<file path="config.mk">
export PLATFORM = sky130hd
export DESIGN_NAME = branch_unit
export DESIGN_NICKNAME = d
export VERILOG_FILES = /design/src/rtl/branch_unit.sv
export SDC_FILE = /design/constraint.sdc
export NUM_CORES = 1
export LEC_CHECK = 0
export ABC_CLOCK_PERIOD_IN_PS = 6000
export CORE_MARGIN = 10
export CORE_UTILIZATION = 45
export CTS_CLUSTER_SIZE = 12
export DETAILED_ROUTE_END_ITERATION = 8
export GPL_TIMING_DRIVEN = 0
export PLACE_DENSITY = 0.83
export SLEW_MARGIN = 20
export SYNTH_ARGS = -nofsm -noshare
export SYNTH_HDL_FRONTEND = slang
export SYNTH_SLANG_ARGS = --single-unit
export TNS_END_PERCENT = 100
</file>
<file path="constraint.sdc">
create_clock -name clk -period 6 [get_ports clk]
set_clock_uncertainty 0.2 [all_clocks]
set_input_delay 1.2 -clock clk [delete_from_list [all_inputs] [get_ports clk]]
set_output_delay 1.2 -clock clk [all_outputs]
set_load 0.02 [all_outputs]
</file>
<file path="src/rtl/branch_unit.sv">
// branch_unit: branch resolution, 2-bit bimodal predictor table and branch/mispredict statistics
module branch_unit #(
  parameter int XLEN      = 32,
  parameter int BHT_DEPTH = 16,
  parameter int CNT_W     = 16
)(
  input  logic             clk,
  input  logic             rst,
  input  logic [XLEN-1:0]  fetch_pc,
  output logic             pred_taken,
  input  logic             ex_valid,
  input  logic [XLEN-1:0]  ex_pc,
  input  logic             ex_branch,
  input  logic             ex_jump,
  input  logic [2:0]       ex_funct3,
  input  logic             ex_zero,
  input  logic             ex_lt,
  input  logic             ex_ltu,
  input  logic             ex_pred_taken,
  output logic             PCsrc,
  output logic             mispredict,
  output logic [CNT_W-1:0] br_count,
  output logic [CNT_W-1:0] mp_count
);
  localparam int IW = $clog2(BHT_DEPTH);
  logic [1:0]       r_bht [BHT_DEPTH];
  logic [CNT_W-1:0] r_br, r_mp;
  logic [IW-1:0]    w_ridx, w_uidx;
  logic [1:0]       w_ent, w_next;
  logic             w_legal, w_cond, w_br_taken, w_upd;
  logic             w_unused;
  assign w_ridx     = fetch_pc[IW+1:2];
  assign w_uidx     = ex_pc[IW+1:2];
  assign w_unused   = ^{fetch_pc[XLEN-1:IW+2], fetch_pc[1:0], ex_pc[XLEN-1:IW+2], ex_pc[1:0]};
  assign pred_taken = r_bht[w_ridx][1];
  assign w_legal    = ex_funct3[2:1] != 2'b01;
  assign w_cond     = w_legal & ((ex_funct3[2] ? (ex_funct3[1] ? ex_ltu : ex_lt) : ex_zero) ^ ex_funct3[0]);
  assign w_br_taken = ex_valid & ex_branch & w_cond;
  assign PCsrc      = w_br_taken | (ex_valid & ex_jump);
  assign mispredict = ex_valid & (ex_branch | ex_jump) & (PCsrc != ex_pred_taken);
  assign w_upd      = ex_valid & ex_branch & w_legal & ~ex_jump;
  assign w_ent      = r_bht[w_uidx];
  assign w_next     = w_br_taken ? ((w_ent == 2'b11) ? w_ent : w_ent + 2'd1)
                                 : ((w_ent == 2'b00) ? w_ent : w_ent - 2'd1);
  assign br_count   = r_br;
  assign mp_count   = r_mp;
  // Reset the table to weak-NT; otherwise train the resolved entry and bump saturating statistics
  always_ff @(posedge clk) begin
    if (rst) begin
      for (int i = 0; i < BHT_DEPTH; i++) r_bht[i] <= 2'b01;
      r_br <= '0;
      r_mp <= '0;
    end else begin
      if (w_upd) r_bht[w_uidx] <= w_next;
      if (w_upd && !(&r_br)) r_br <= r_br + CNT_W'(1);
      if (mispredict && !(&r_mp)) r_mp <= r_mp + CNT_W'(1);
    end
  end
endmodule

</file>
==> flow_metrics.tcl, run 1 <==
set metrics [dict create \
    num_vias 2909 \
    ir_worst_vdd_v 0.000119 \
    die_w_um 108 \
    max_slew.worst_pin.slew_ps 783 \
    ys_warn_count 0 \
    dieHeight_um 108 \
    crit_arrival_ps 3780 \
    nets 488 \
    grt_use_total_pct 15.3 \
    fin_ws_ps 816 \
    path_class "input port to primary output" \
    regArea_um2 1600 \
    maxSlewViolCount 0 \
    p_seq_share_pct 48.8 \
    final.setup.tns_ps 0 \
    reg2reg_depth 6 \
    drcViolationCount 0 \
    endpoint_kind "primary output" \
    seq_area_frac_synth_pct 46.4 \
    p_int_uw 730 \
    async_reset_ff_share_pct 0 \
    min_to "mp_count[5]" \
    cts_buffers 9 \
    synth-edff-count 32 \
    clock-sinks 64 \
    ff2ff_setup_slack_ps 3410 \
    status "completed" \
    worst-path-buf-inv 5 \
    cts_tree "yes" \
    fmax_ghz 0.193 \
    maxCapViolCount 0 \
    syn_inst 346 \
    final_common_cell "clkdlybuf4s50_1" \
    fin_cells 514 \
    yosysUniqueCellTypes 52 \
    critPathSlowestCell "clkdlybuf4s50_1" \
    cts_setup_buffers 0 \
    rsz0062_at_grt "no" \
    mostFrequentLayoutCells "53 x clkdlybuf4s50_1, 37 x nor2_1, 32 x dfxtp_1, 32 x edfxtp_1, 30 x nand2_1" \
    syn_area_um2 3450 \
    r2r_end "r_bht[4][1]" \
    critPathLaunchType "input port" \
    drtAntennaViolNets 0 \
    first_iter_violations 113 \
    antenna_cells 0 \
    nFillCells 630 \
    fin_util_pct 58.9 \
    dpl.cell_count 498 \
    cp.required_ps 4600 \
    antenna_found_initial 0 \
    place_area_um2 4120 \
    synth.net_count 424 \
    p_comb_share_pct 10.0 \
    std_cell_rows 31 \
    coreArea_um2 7370 \
    whs_path_depth 2 \
    drive_gt1_share_pct 11.6 \
    via_per_inst 5.66 \
    path_max_fanout 10 \
    cp_top_family "buffers and inverters" \
    cts_root_buffer "clkbuf_8" \
    synth_top_area_share_pct 27.8 \
    clk_latency_ps 340 \
    synth_adder_area_share_pct 1.34 \
    p_per_area_nw_per_um2 221 \
    slew_headroom_pct 47.3 \
    swShare_pct 23.7 \
    switchingPower_uw 227 \
    dp_slack_ps 805 \
    synth_compound_area_share_pct 9.13 \
    synth_area_per_cell_um2 9.98 \
    clk_pin_slew_ps 80 \
    place_hpwl_mm 6.58 \
    synthMuxAreaShare_pct 9.86 \
    reg2reg_from "r_bht[10][1]" \
    ios 111 \
    hold_violations 0 \
    fin_crit_ps 5180 \
    p_leak_uw 0.00139 \
    area_growth_pct 25.7 \
    max_stage_delay_ps 540 \
    synth_area_leaders "edfxtp_1 28%, dfxtp_1 19%, mux4_2 7.8%, nand3_1 4.2%, nor2_1 4.0%" \
    worstHoldStart "mp_count[5]" \
    pwr-share-clk_pct 41.2 \
    holdCritPathClass "register to register" \
    finish.instance_area_um2 4340 \
    synth_ff_type "edfxtp_1" \
    grt_pass1_vias 2900 \
    synth_simple_gate_area_share_pct 25.8 \
    grt_overflow_total 0 \
    cts_max_level 3 \
    min_period_over_period_pct 86.4 \
    clockBufferDepth 2 \
    routed_wl_mm 8.79 \
    start_util_pct 46.8 \
    synth_largest_area_cell "edfxtp_1" \
    setup_viol_count_final 0 \
    grt_pass1_wl_mm 14.2 \
    path_cells "clkdlybuf4s50_1 > xnor2_1 > o22ai_1 > o211a_1 > o31ai_1 > buf_2 > buf_2 > inv_1 > clkdlybuf4s50_1" \
    grt_max_degree 12 \
    wl_per_cell_um 17.1 \
    first_pass_iters 5 \
    cts_hold_buffers 0 \
    design.die.area_um2 11600 \
    port-buffer-count 53 \
    ys_seq_elements 64 \
    gp_congestion 0.847 \
    synthXorXnorAreaFrac_pct 3.55 \
    multi_input_area_um2 1730 \
    synth_top_family_by_area "simple AND/OR/NAND/NOR gates" \
    cts_resized 0 \
]
cell families (layout without fill, tap and decap cells):
logic type                 Yosys count  count (layout)
and+or+nand+nor                    171             171
AOI/OAI and AO/OA                   47              47
adders and majority gates            4               4
muxes                               17              17
xor gates and xnor gates            14              14
buffers and inverters               29              98
DFF                                 64              64
stage by stage:
step / hold slack (ps) / total power, uW
floorplan: 353 / 533
global placement: 271 / 568
detailed placement: 286 / 572
CTS: 299 / 962
global route: 321 / 986
finish: 304 / 957
worst min-delay path: cells and delay by family (launching register included):
kind	cells	cell delay, ps
AOI/OAI and AO/OA	2	130
DFF	1	330
per-layer routing:
| metal | part of all wire, % | vias to the layer above | GRT usage [%] |
|---|---|---|---|
| li1 | - | 1403 | - |
| met1 | 42 | 1391 | 18.5 |
| met2 | 47 | 102 | 23.8 |
| met3 | 9.1 | 13 | 5.99 |
| met4 | 1.1 | 0 | 6.11 |
| met5 | 0 | - | 0 |
cell usage after synthesis (all sizes together), types with 2 or more instances:
master   n
nor4     3
mux2     3
a21oi   16
inv      7
nand4    4
a221oi   2
nand2   30
mux4    13
o21ai    8
xor2     5
ha       2
edfxtp  32
nor2    37
dfxtp   32
nor3     8
a22o     2
or4     10
maj3     2
nand2b  15
o31ai    8
a211o    2
nor2b    7
clkbuf  11
nand3   29
and2     2
or2      2
xnor2    9
and3    12
buf     11
nor4b    2
or3      7
registers in the layout, indices dropped and copies added, names as in the netlist:
name and flops:
mp_count 16, br_count 16, r_bht 32
cell type report:
class | count | share of cell area (%)
inverters | 7 | 0.605
well taps | 99 | 2.85
clock buffers | 14 | 4.73
multi-input cells | 253 | 39.8
clock inverters | 2 | 0.375
plain buffers | 22 | 2.48
repair buffers | 53 | 12.2
flip-flops and latches | 64 | 36.9
worst max path at each step:
stage	start	endpoint	cells past startpoint
2_1_floorplan	ex_lt	mispredict	7
3_3_place_gp	ex_funct3[0]	mispredict	9
3_5_place_dp	ex_funct3[0]	mispredict	9
4_1_cts	ex_funct3[0]	mispredict	9
5_1_grt	ex_funct3[0]	mispredict	9
6_report	ex_funct3[0]	mispredict	9
power by group through the flow:
stage,Combinational [uW],Sequential [uW],Clock (uW)
final,96.1,467,394
after detailed placement,95.7,477,0
after global placement,92.2,476,0
after CTS,96.1,467,399
after global routing,104,467,415
after floorplan,56.4,476,0
No activity file was read; power rests on OpenSTA's default activity.
==> run 2: changes to the inputs <==
GPL_TIMING_DRIVEN = default   (was 0)
HOLD_SLACK_MARGIN = 0.06   (was default)
SETUP_SLACK_MARGIN = 0.02   (was default)
==> flow_metrics.tcl, run 2 (synthesis gave the netlist of run 1 again) <==
set metrics [dict create \
    status "completed" \
    grt_overflow_total 0 \
    fin_ws_ps 1050 \
    clk_latency_ps 340 \
    cts_setup_buffers 0 \
    p_leak_uw 0.00135 \
    fmax_ghz 0.202 \
    start_util_pct 46.8 \
    p_per_area_nw_per_um2 216 \
    cp_top_family "buffers and inverters" \
    antenna_cells 0 \
    nets 471 \
    endpoint_kind "primary output" \
    clockBufferDepth 2 \
    hold_violations 0 \
    drtAntennaViolNets 0 \
    final_common_cell "clkdlybuf4s50_1" \
    cts_hold_buffers 0 \
    area_growth_pct 22.6 \
    first_iter_violations 145 \
    drcViolationCount 0 \
    holdCritPathClass "register to register" \
    antenna_found_initial 0 \
    grt_max_degree 49 \
    design.die.area_um2 11600 \
    die_w_um 108 \
    ios 111 \
    final.setup.tns_ps 0 \
    max_slew.worst_pin.slew_ps 847 \
    critPathLaunchType "input port" \
    rsz0062_at_grt "no" \
    place_hpwl_mm 5.86 \
    cts_buffers 9 \
    path_cells "clkdlybuf4s50_1 > mux4_2 > mux4_2 > clkdlybuf4s50_1" \
    ff2ff_setup_slack_ps 3350 \
    port-buffer-count 54 \
    maxCapViolCount 0 \
    mostFrequentLayoutCells "54 x clkdlybuf4s50_1, 37 x nor2_1, 32 x dfxtp_1, 32 x edfxtp_1, 30 x nand2_1" \
    path_max_fanout 4 \
    maxSlewViolCount 0 \
    num_vias 2763 \
    wl_per_cell_um 16.6 \
    cts_max_level 3 \
    critPathSlowestCell "clkdlybuf4s50_1" \
    largest_reg_flops 32 \
    setup_viol_count_final 0 \
    cts_resized 0 \
    drive_gt1_share_pct 10.8 \
    crit_arrival_ps 3550 \
    grt_pass1_wl_mm 13.5 \
    max_stage_delay_ps 710 \
    first_pass_iters 5 \
    coreArea_um2 7370 \
    min_period_over_period_pct 82.5 \
    clock-sinks 64 \
    gp_congestion 0.816 \
    path_class "input port to primary output" \
    cp.required_ps 4600 \
    clk_pin_slew_ps 70 \
    cts_root_buffer "clkbuf_8" \
    fin_crit_ps 4950 \
    ir_worst_vdd_v 0.000114 \
    worst-path-buf-inv 2 \
    nFillCells 627 \
    cts_tree "yes" \
    grt_use_total_pct 14.5 \
    slew_headroom_pct 43.0 \
    via_per_inst 5.56 \
    std_cell_rows 31 \
    grt_pass1_vias 2833 \
    dieHeight_um 108 \
    routed_wl_mm 8.26 \
    largest-register "r_bht" \
    dp_slack_ps 1060 \
]
run 2: final cells by class:
type	count	area, um2	share of cell area (%)
Clock buffer	10	128	3.02
Clock inverter	6	60.1	1.42
Inverter	7	26.3	0.621
Multi-Input combinational cell	253	1720	40.7
Sequential cell	64	1600	37.8
Tap cell	99	124	2.93
Timing Repair Buffer	58	571	13.5
run 2: worst paths after layout:
check / start / endpoint / cells after the start
min reg2reg: mp_count[5] / mp_count[5] / 2
min: mp_count[5] / mp_count[5] / 2
max reg2reg: r_bht[10][0] / r_bht[13][1] / 5
max: fetch_pc[2] / pred_taken / 4
run 2: tightest hold or removal path, cell delays in order (launching register included):
cell and delay (ps):
dfxtp_1 330, o31ai_1 60, a21oi_1 60
run 2: metrics by stage:
stage | cell area (um2) | hold WS (ps) | utilization (%) | std cells | total power [uW]
floorplan | 3450 | 353 | - | 346 | 533
global placement | 4040 | 269 | 54.9 | 481 | 562
detailed placement | 4040 | 286 | 54.9 | 481 | 566
CTS | 4230 | 297 | 57.4 | 497 | 923
global route | 4230 | 337 | 57.4 | 497 | 949
finish | 4230 | 301 | 57.4 | 497 | 915
run 2: metal layers:
metal | global-route usage, % | wire length [um] | up-vias
met3 | 5.45 | 592 | 8
met5 | 0 | 0 | -
li1 | - | - | 1378
met2 | 23.9 | 3920 | 75
met4 | 5.34 | 110 | 0
met1 | 16.7 | 3640 | 1302
run 2: power by group:
part / internal, uW / switching (uW) / leakage [uW]
logic: 40.0 / 49.5 / 0.000725
registers: 463 / 3.50 / 0.000535
clock network: 190 / 169 / 0.0000920
total: 693 / 222 / 0.00135
